[src/rtl/vec_tx_pkg.sv]
// Shared constants and types for the vec_stream_tx serializer.
package vec_tx_pkg;
  localparam int DEF_DATA_W = 8;
  localparam int DEF_LANES  = 4;
  localparam int LANE_W     = $clog2(DEF_LANES);

  typedef enum logic [1:0] {
    IDLE   = 2'd0,
    SEND_A = 2'd1,
    SEND_B = 2'd2,
    SEND_D = 2'd3
  } send_state_t;

  typedef struct packed {
    logic signed [DEF_DATA_W-1:0] a;
    logic signed [DEF_DATA_W-1:0] b;
    logic signed [DEF_DATA_W-1:0] d;
  } tuple_t;
endpackage

[src/rtl/vec_tx_bank.sv]
// LANES-entry tuple register bank: writes land at the running index, full once all lanes are loaded.
module vec_tx_bank
  import vec_tx_pkg::*;
#(
  parameter int LANES = DEF_LANES
) (
  input  logic   clk,
  input  logic   rst_n,
  input  logic   wr_en,
  input  logic   clr,
  input  tuple_t wr_data,
  output tuple_t entries [LANES],
  output logic   full
);
  localparam int IW = $clog2(LANES);

  logic [IW:0] cnt;

  assign full = (cnt == (IW+1)'(LANES));

  always_ff @(posedge clk or negedge rst_n) begin
    if (!rst_n) begin
      cnt <= '0;
      for (int i = 0; i < LANES; i++) entries[i] <= '0;
    end else if (clr) begin
      cnt <= '0;
    end else if (wr_en && !full) begin
      entries[cnt[IW-1:0]] <= wr_data;
      cnt                  <= cnt + (IW+1)'(1);
    end
  end
endmodule

[src/rtl/vec_stream_tx.sv]
// Double-buffered tuple-to-byte serializer emitting frames of all a, then all b, then all d.
// Optional completed-frame counter port frames_sent enabled by VEC_TX_FRAME_CNT_EN.
//   state  | meaning
//   IDLE   | nothing on dout, waiting for a full fill bank
//   SEND_A | dout carries a[lane]
//   SEND_B | dout carries b[lane]
//   SEND_D | dout carries d[lane]; a full bank at the last lane chains straight into SEND_A
module vec_stream_tx
  import vec_tx_pkg::*;
#(
  parameter int DATA_W = DEF_DATA_W,
  parameter int LANES  = DEF_LANES
) (
  input  logic                     clk,
  input  logic                     rst_n,
  input  logic                     in_valid,
  output logic                     in_ready,
  input  logic signed [DATA_W-1:0] in_a,
  input  logic signed [DATA_W-1:0] in_b,
  input  logic signed [DATA_W-1:0] in_d,
  output logic signed [DATA_W-1:0] dout,
  output logic                     dout_valid,
  output logic                     frame_start
`ifdef VEC_TX_FRAME_CNT_EN
  ,
  output logic [15:0]              frames_sent
`endif
);
  localparam int LW = $clog2(LANES);

  tuple_t      fill_bank [LANES];
  tuple_t      send_bank [LANES];
  tuple_t      in_tuple;
  logic        full;
  send_state_t state;
  logic [LW-1:0] lane, lane_nxt;
  logic        last_lane, xfer;

  assign in_tuple  = '{a: in_a, b: in_b, d: in_d};
  assign in_ready  = ~full;
  assign last_lane = (lane == LW'(LANES - 1));
  assign lane_nxt  = lane + LW'(1);
  assign xfer      = full && ((state == IDLE) || ((state == SEND_D) && last_lane));

  vec_tx_bank #(.LANES(LANES)) u_fill (
    .clk     (clk),
    .rst_n   (rst_n),
    .wr_en   (in_valid && in_ready),
    .clr     (xfer),
    .wr_data (in_tuple),
    .entries (fill_bank),
    .full    (full)
  );

  always_ff @(posedge clk or negedge rst_n) begin
    if (!rst_n) begin
      state       <= IDLE;
      lane        <= '0;
      dout        <= '0;
      dout_valid  <= 1'b0;
      frame_start <= 1'b0;
      for (int i = 0; i < LANES; i++) send_bank[i] <= '0;
    end else if (xfer) begin
      // the new frame's a[0] comes straight from the fill bank while it is copied
      send_bank   <= fill_bank;
      state       <= SEND_A;
      lane        <= '0;
      dout        <= fill_bank[0].a;
      dout_valid  <= 1'b1;
      frame_start <= 1'b1;
    end else begin
      frame_start <= 1'b0;
      case (state)
        IDLE: begin
          dout       <= '0;
          dout_valid <= 1'b0;
        end
        SEND_A: begin
          if (last_lane) begin
            state <= SEND_B;
            lane  <= '0;
            dout  <= send_bank[0].b;
          end else begin
            lane <= lane_nxt;
            dout <= send_bank[lane_nxt].a;
          end
        end
        SEND_B: begin
          if (last_lane) begin
            state <= SEND_D;
            lane  <= '0;
            dout  <= send_bank[0].d;
          end else begin
            lane <= lane_nxt;
            dout <= send_bank[lane_nxt].b;
          end
        end
        SEND_D: begin
          if (last_lane) begin
            state      <= IDLE;
            lane       <= '0;
            dout       <= '0;
            dout_valid <= 1'b0;
          end else begin
            lane <= lane_nxt;
            dout <= send_bank[lane_nxt].d;
          end
        end
        default: state <= IDLE;
      endcase
    end
  end

`ifdef VEC_TX_FRAME_CNT_EN
  always_ff @(posedge clk or negedge rst_n) begin
    if (!rst_n)                              frames_sent <= '0;
    else if ((state == SEND_D) && last_lane) frames_sent <= frames_sent + 16'd1;
  end
`endif
endmodule

[config.mk]
export PLATFORM = sky130hd
export DESIGN_NAME = vec_stream_tx
export DESIGN_NICKNAME = d
export VERILOG_FILES = /design/src/rtl/vec_tx_pkg.sv /design/src/rtl/vec_tx_bank.sv /design/src/rtl/vec_stream_tx.sv
export SDC_FILE = /design/constraint.sdc
export NUM_CORES = 1
export LEC_CHECK = 0
export BUFFER_PORTS_ARGS = -buffer_cell sky130_fd_sc_hd__buf_2
export CAP_MARGIN = 40
export CORE_ASPECT_RATIO = 0.9
export CORE_MARGIN = 5
export CORE_UTILIZATION = 50
export CTS_CLUSTER_DIAMETER = 120
export CTS_CLUSTER_SIZE = 16
export DETAILED_ROUTE_END_ITERATION = 8
export PLACE_DENSITY_LB_ADDON = 0.15
export SLEW_MARGIN = 20
export SYNTH_ARGS = -nofsm -noshare
export SYNTH_HDL_FRONTEND = slang
export SYNTH_HIERARCHICAL = 1
export SYNTH_SLANG_ARGS = --single-unit
[constraint.sdc]
create_clock -name clk -period 2.6 [get_ports clk]
set_input_delay 0.26 -clock clk [delete_from_list [all_inputs] [get_ports clk]]
set_output_delay 0.26 -clock clk [all_outputs]
set_load 0.02 [all_outputs]
**Word-level counts from Yosys, hierarchy flattened**

Index checks and enable logic that the tools add are counted.

- Order comparisons: 3
- Shift operators: 0
- Bitwise logic cells: 4
- Divide/modulo/power cells: 0
- Multipliers: 0
- Reductions and logical operators: 16
- $add $sub $neg: 2
- Mux-type cells: 25
- Equality and inequality tests: 8

Operators by type and width:

| operator | count |
|---|---|
| $bwmux 96 | 1 |
| $mux 24 | 3 |
| $bmux 24 s2 | 1 |
| $demux 24 s2 | 1 |
| $mux 8 | 4 |
| $pmux 8 s4 | 1 |
| $mux 2 | 7 |
| $ne 3x2->1 const B | 3 |
| $eq 2x2->1 const B | 3 |
| $ge 3x3->1 const B | 2 |
| $mux 3 | 2 |
| $not 2->3 | 2 |
| $pmux 2 s3 | 1 |
| $logic_and 1x1->1 | 5 |
| $reduce_and 2->1 | 2 |
| $reduce_and 4->1 | 1 |
| $reduce_bool 2->1 | 2 |
| $reduce_bool 4->1 | 1 |
| $add 3x1->3 const B | 1 |
| $eq 3x3->1 const B | 1 |
| $lt 3x1->1 const B | 1 |
| $mux 1 | 3 |
| $reduce_bool 3->1 | 1 |
| $reduce_or 3->1 | 1 |
| 7 further kinds | 8 |

- Bits in read-only memories: 0
- Input port bits: 27
- Word-level logic and storage cells: 88
- Latch bits: 0
- Output and inout bits: 11
- Flip-flop bits (word level): 209
- Memories kept: 0
- Memory bits (writable): 0

**Logic depth before layout (Yosys ltp)**

- Depth after elaboration: 8
- Gate-level depth with buffers: 13
- Depth with buffers taken out: 9

**Cells and area by module**

Netlist, hierarchy kept.

Modules (own cells, without submodules):

| module | times used | sequential area each (µm²) | area each (µm²) | cells an instance |
|---|---|---|---|---|
| vec_stream_tx | 1 | 2752.6 | 5237.5 | 552 |
| vec_tx_bank | 1 | 2477.4 | 3923.8 | 225 |

**Worst setup path after synthesis**

OpenSTA, ideal clock, no wires.

- Path type: reg2reg
- From: register state[0]
- To: register u_fill/entries[72] (netlist name)
- Required time: 2.475 ns
- Arrival time: 2.341 ns
- Setup slack: 0.134 ns
- Stages on the path, launching flop included: 13
- Buffers on the path: 4
- Period minus slack after synthesis: 2.466 ns
- Library setup time: 0.125 ns
- Cells stage by stage: dfrtp_1 -> inv_1 -> ha_1 -> a21oi_2 -> nand2b_1 -> buf_4 -> inv_4 -> buf_2 -> nor2b_4 -> and3b_1 -> buf_6 -> buf_12 -> mux2_4

- Word-level cells in the longest chain between the ends: 6
- Elaborated cells between the ends (all ways): 7
- Those cells by class: 1 x eq/ne; 1 x bitwise; 5 x reduce/logical

Ends and longest elaborated chain:

| what | RTL line | text |
|---|---|---|
| from (decl) | vec_stream_tx.sv:35 | `send_state_t state;` |
| from (signal assigned) | vec_stream_tx.sv:57 | `state <= IDLE;` |
| from (signal assigned) | vec_stream_tx.sv:66 | `state <= SEND_A;` |
| from (signal assigned) | vec_stream_tx.sv:80 | `state <= SEND_B;` |
| $eq 2x2->1 | vec_stream_tx.sv:43 | `assign xfer = full && ((state == IDLE) \|\| ((state == SEND_D) && last_lane));` |
| $logic_and 1x1->1 | vec_stream_tx.sv:43 |  |
| $logic_or 1x1->1 (*) | vec_stream_tx.sv:43 |  |
| $logic_and 1x1->1 (*) | vec_stream_tx.sv:43 |  |
| via xfer | vec_stream_tx.sv:37 | `logic last_lane, xfer;` |
| $not 1->1 (no source line) (*) | n/a |  |
| $reduce_and 2->1 (no source line) (*) | n/a |  |
| to (signal, indexed assignment) | vec_tx_bank.sv:28 | `entries[cnt[IW-1:0]] <= wr_data;` |
| to (decl) | vec_tx_bank.sv:12 | `output tuple_t entries [LANES],` |

The timed path passes the listed nets; every way through them passes the cells marked *.
A chain may end at the register's enable or synchronous reset.

**Worst setup path in the final report**

- From: register u_fill.cnt[0]
- To: register u_fill/entries[77] (netlist name)

- Elaborated cells between the ends (all ways): 15
- Those cells by class: 2 x order compare; 1 x eq/ne; 3 x mux; 3 x bitwise; 6 x reduce/logical

RTL lines:

| what | RTL line | text |
|---|---|---|
| from (decl) | vec_tx_bank.sv:17 | `logic [IW:0] cnt;` |
| from (signal assigned) | vec_tx_bank.sv:29 | `cnt <= cnt + (IW+1)'(1);` |
| $eq 3x3->1 (*) | vec_tx_bank.sv:19 | `assign full = (cnt == (IW+1)'(LANES));` |
| via full | vec_stream_tx.sv:34 | `logic full;` |
| $not 1->1 | vec_stream_tx.sv:40 | `assign in_ready = ~full;` |
| $logic_and 1x1->1 | vec_stream_tx.sv:48 | `.wr_en (in_valid && in_ready),` |
| $logic_and 1x1->1 | vec_tx_bank.sv:27 | `end else if (wr_en && !full) begin` |
| $reduce_and 2->1 (no source line) (*) | n/a |  |

Marks and branches as above.

==> impl_metrics.env <==
export IMPL_io_pins=38
export IMPL_synth_fa_ha_area_share_pct=1.64
export IMPL_grt_overflow=0
export IMPL_slowest_stage="dfrtp_1"
export IMPL_synth_compound_area_share_pct=1.57
export IMPL_timing_fmax_mhz=413
export IMPL_hp_class="input port to flop"
export IMPL_setup_viol=0
export IMPL_multi_input_area_um2=3590
export IMPL_layout_commonest_cell="nand2_1"
export IMPL_core_um2=18200
export IMPL_yosysSeqAreaShare_pct=57.1
export IMPL_ys_warn_count=6
export IMPL_dr_pass1_iters=4
export IMPL_antenna_found_initial=0
export IMPL_first_global_vias=5969
export IMPL_syn_cell_area_um2=9160
export IMPL_maxSlewViolCount=0
export IMPL_vdd_drop_max_mv=0.671
export IMPL_die_width_um=153
export IMPL_drive_gt1_share_pct=26.9
export IMPL_diodes=0
export IMPL_cts_made_buffers=17
export IMPL_syn_avg_cell_area_um2=11.8
export IMPL_leakagePower_nw=4.91
export IMPL_synth_xor_area_share_pct=0.0956
export IMPL_grt_max_degree=104
export IMPL_wl_um=19600
export IMPL_grt_usage_pct=18.8
export IMPL_synth_cells=777
export IMPL_fill_cells=1561
export IMPL_die_height_um=138
export IMPL_crit_chain="inv_1 -> ha_1 -> nand2_1 -> inv_2 -> nor2b_2 -> nor2b_4 -> and3b_2 -> buf_12 -> mux2_2"
export IMPL_crit_required_ns=2.96
export IMPL_cp_top_family="simple AND/OR/NAND/NOR gates"
export IMPL_syn_num_nets=816
export IMPL_rows=47
export IMPL_synth_simple_area_share_pct=15.9
export IMPL_dp_hpwl_um=12600
export IMPL_slowest_delay_ns=0.41
export IMPL_finalClockSkew_ns=0.0154
export IMPL_fin_cells=1060
export IMPL_num_vias=5623
export IMPL_outcome="finished clean"
export IMPL_critical_path_startpoint="u_fill/cnt[0]$_DFFE_PN0P_"
export IMPL_h_tree_depth=1
export IMPL_drc=0
export IMPL_synth_seq_cells=209
export IMPL_critPathKind="flop to flop"
export IMPL_ys_types=35
export IMPL_clkSinkCount=209
export IMPL_grt_pass1_wl_um=32400
export IMPL_finalCritPeriodShare_pct=93.1
export IMPL_fin_setup_tns_ns=0
export IMPL_final_cell_mix="nand2_1, dfrtp_1, mux2_2, buf_2, mux2_4"
export IMPL_start_kind="flop"
export IMPL_path_buf_inv=3
export IMPL_synth_top_family_by_area="multiplexers"
export IMPL_wl_per_cell_um=18.5
export IMPL_die_area_um2=21100
export IMPL_p_per_area_nw_per_um2=1290
export IMPL_clock_latency_ns=0.47
export IMPL_critPathCaptureType="flop"
export IMPL_clockRootBuffer="clkbuf_16"
export IMPL_cts_tree="built"
export IMPL_syn_to_final_growth_pct=9.46
export IMPL_hold_viol_final=0
export IMPL_initial_core_util_pct=50.3
export IMPL_synthMuxAreaShare_pct=19.9
export IMPL_fin_util_pct=55.0
export IMPL_viasPerCell=5.30
export IMPL_clock_path_buffers=3
export IMPL_routabilityCongestion=0.804
export IMPL_cts_setup_buffers=0
export IMPL_drt_initial_drc_count=377
export IMPL_clk_pin_slew_ns=0.07
export IMPL_io_buffers=37
export IMPL_r2r_start="u_fill/cnt[0]$_DFFE_PN0P_"
export IMPL_tightest_slew_ns=0.687
export IMPL_max_slew_margin_pct=54.2
export IMPL_rsz0062_at_grt="false"
export IMPL_nets=853
export IMPL_max_cap_viol_count=0
export IMPL_crit_arrival_ns=2.78
export IMPL_cp_max_fo=24
export IMPL_post_route_min_period_ns=2.42
export IMPL_min_from="in_a[2]"
export IMPL_ant_nets=0
export IMPL_regArea_um2=5230
export IMPL_place_inst=1039
stage by stage:
stage	hold WS (ns)	worst slack (ns)	total power, W	instance area (µm²)
2_1_floorplan	-0.0356	0.134	0.00931	9160
3_3_place_gp	0.349	0.215	0.0105	9550
3_5_place_dp	0.353	0.0492	0.0107	9570
4_1_cts	0.0495	0.0164	0.0131	10000
5_1_grt	0.0528	0.0623	0.0138	10000
6_report	0.0614	0.179	0.0129	10000
power breakdown:
| group | switching (W) | leakage, nW | internal [W] |
|---|---|---|---|
| logic | 0.00251 | 2.10 | 0.00244 |
| clock network | 0.00110 | 0.219 | 0.00119 |
| registers | 0.000851 | 2.59 | 0.00481 |
state kept, by name, indices dropped and copies added, names as in the netlist:
name            count
dout                8
dout_valid          1
frame_start         1
lane                2
send_bank          96
state               2
u_fill/cnt          3
u_fill/entries     96
cells by family (layout without fill, tap and decap cells):
group,after synthesis,count (layout)
and+or+nand+nor,349,349
DFF,209,209
muxes,140,140
AOI/OAI and AO/OA,17,17
buffers and inverters,49,87
xor gates and xnor gates,1,1
adders and majority gates,12,12
cell usage after synthesis (all sizes together):
library cell	n	share of area [%]
inv	9	0.40
nand4bb	8	0.98
nor3	11	0.60
and3b	1	0.096
a221oi	1	0.096
nor2	12	0.49
or2	1	0.068
o22ai	9	0.61
nand3	3	0.33
mux2	112	15
a21boi	1	0.082
dfrtp	209	57
mux2i	12	1.3
xnor2	1	0.096
mux4	16	4.0
nand2b	2	0.14
a21oi	3	0.20
nor2b	10	0.76
nand2	300	12
and4b	1	0.11
buf	35	3.3
a2111oi	1	0.30
clkbuf	5	0.20
o211ai	2	0.27
ha	12	1.6
final timing paths:
path / endpoint / cells after the start / slack, ns
worst max register to register: u_fill/entries[77]$_DFFE_PN0P_ / 9 / 0.18
max in group asynchronous: send_bank[92]$_DFFE_PN0P_ / 3 / 1.49
min in group asynchronous: frame_start$_DFF_PN0_ / 2 / 0.39
worst min-delay path: u_fill/entries[90]$_DFFE_PN0P_ / 2 / 0.06
worst max-delay path: u_fill/entries[77]$_DFFE_PN0P_ / 9 / 0.18
worst min register to register: send_bank[18]$_DFFE_PN0P_ / 2 / 0.46
metal layers:
metal	wire, µm	track usage [%]	part of all wire (%)	vias up
li1	-	-	-	2642
met1	9110	27.5	46	2833
met2	9200	30.0	47	121
met3	855	3.00	4.4	27
met4	441	4.55	2.2	0
met5	0	0	0	-
worst register-to-register path, stage by stage (launching register included):
cell and delay [ns]:
dfrtp_1 0.41, inv_1 0.09, ha_1 0.24, nand2_1 0.18, inv_2 0.12, nor2b_2 0.19, nor2b_4 0.23, and3b_2 0.23
buf_12 0.23, mux2_2 0.38
cell type report:
class	instances	share of cell area, %
repair buffers	58	4.15
well taps	245	3.06
flip-flops and latches	209	52.2
multi-input cells	519	35.8
clock inverters	1	0.162
clock buffers	19	4.32
inverters	9	0.362
repair_timing:
item,in CTS,in global routing
endpoints found under the setup margin,0,24
gates resized for setup,0,2
endpoints found under the hold margin,76,0
hold buffers,1,0
Note: power is estimated with default switching activity, not from simulation.
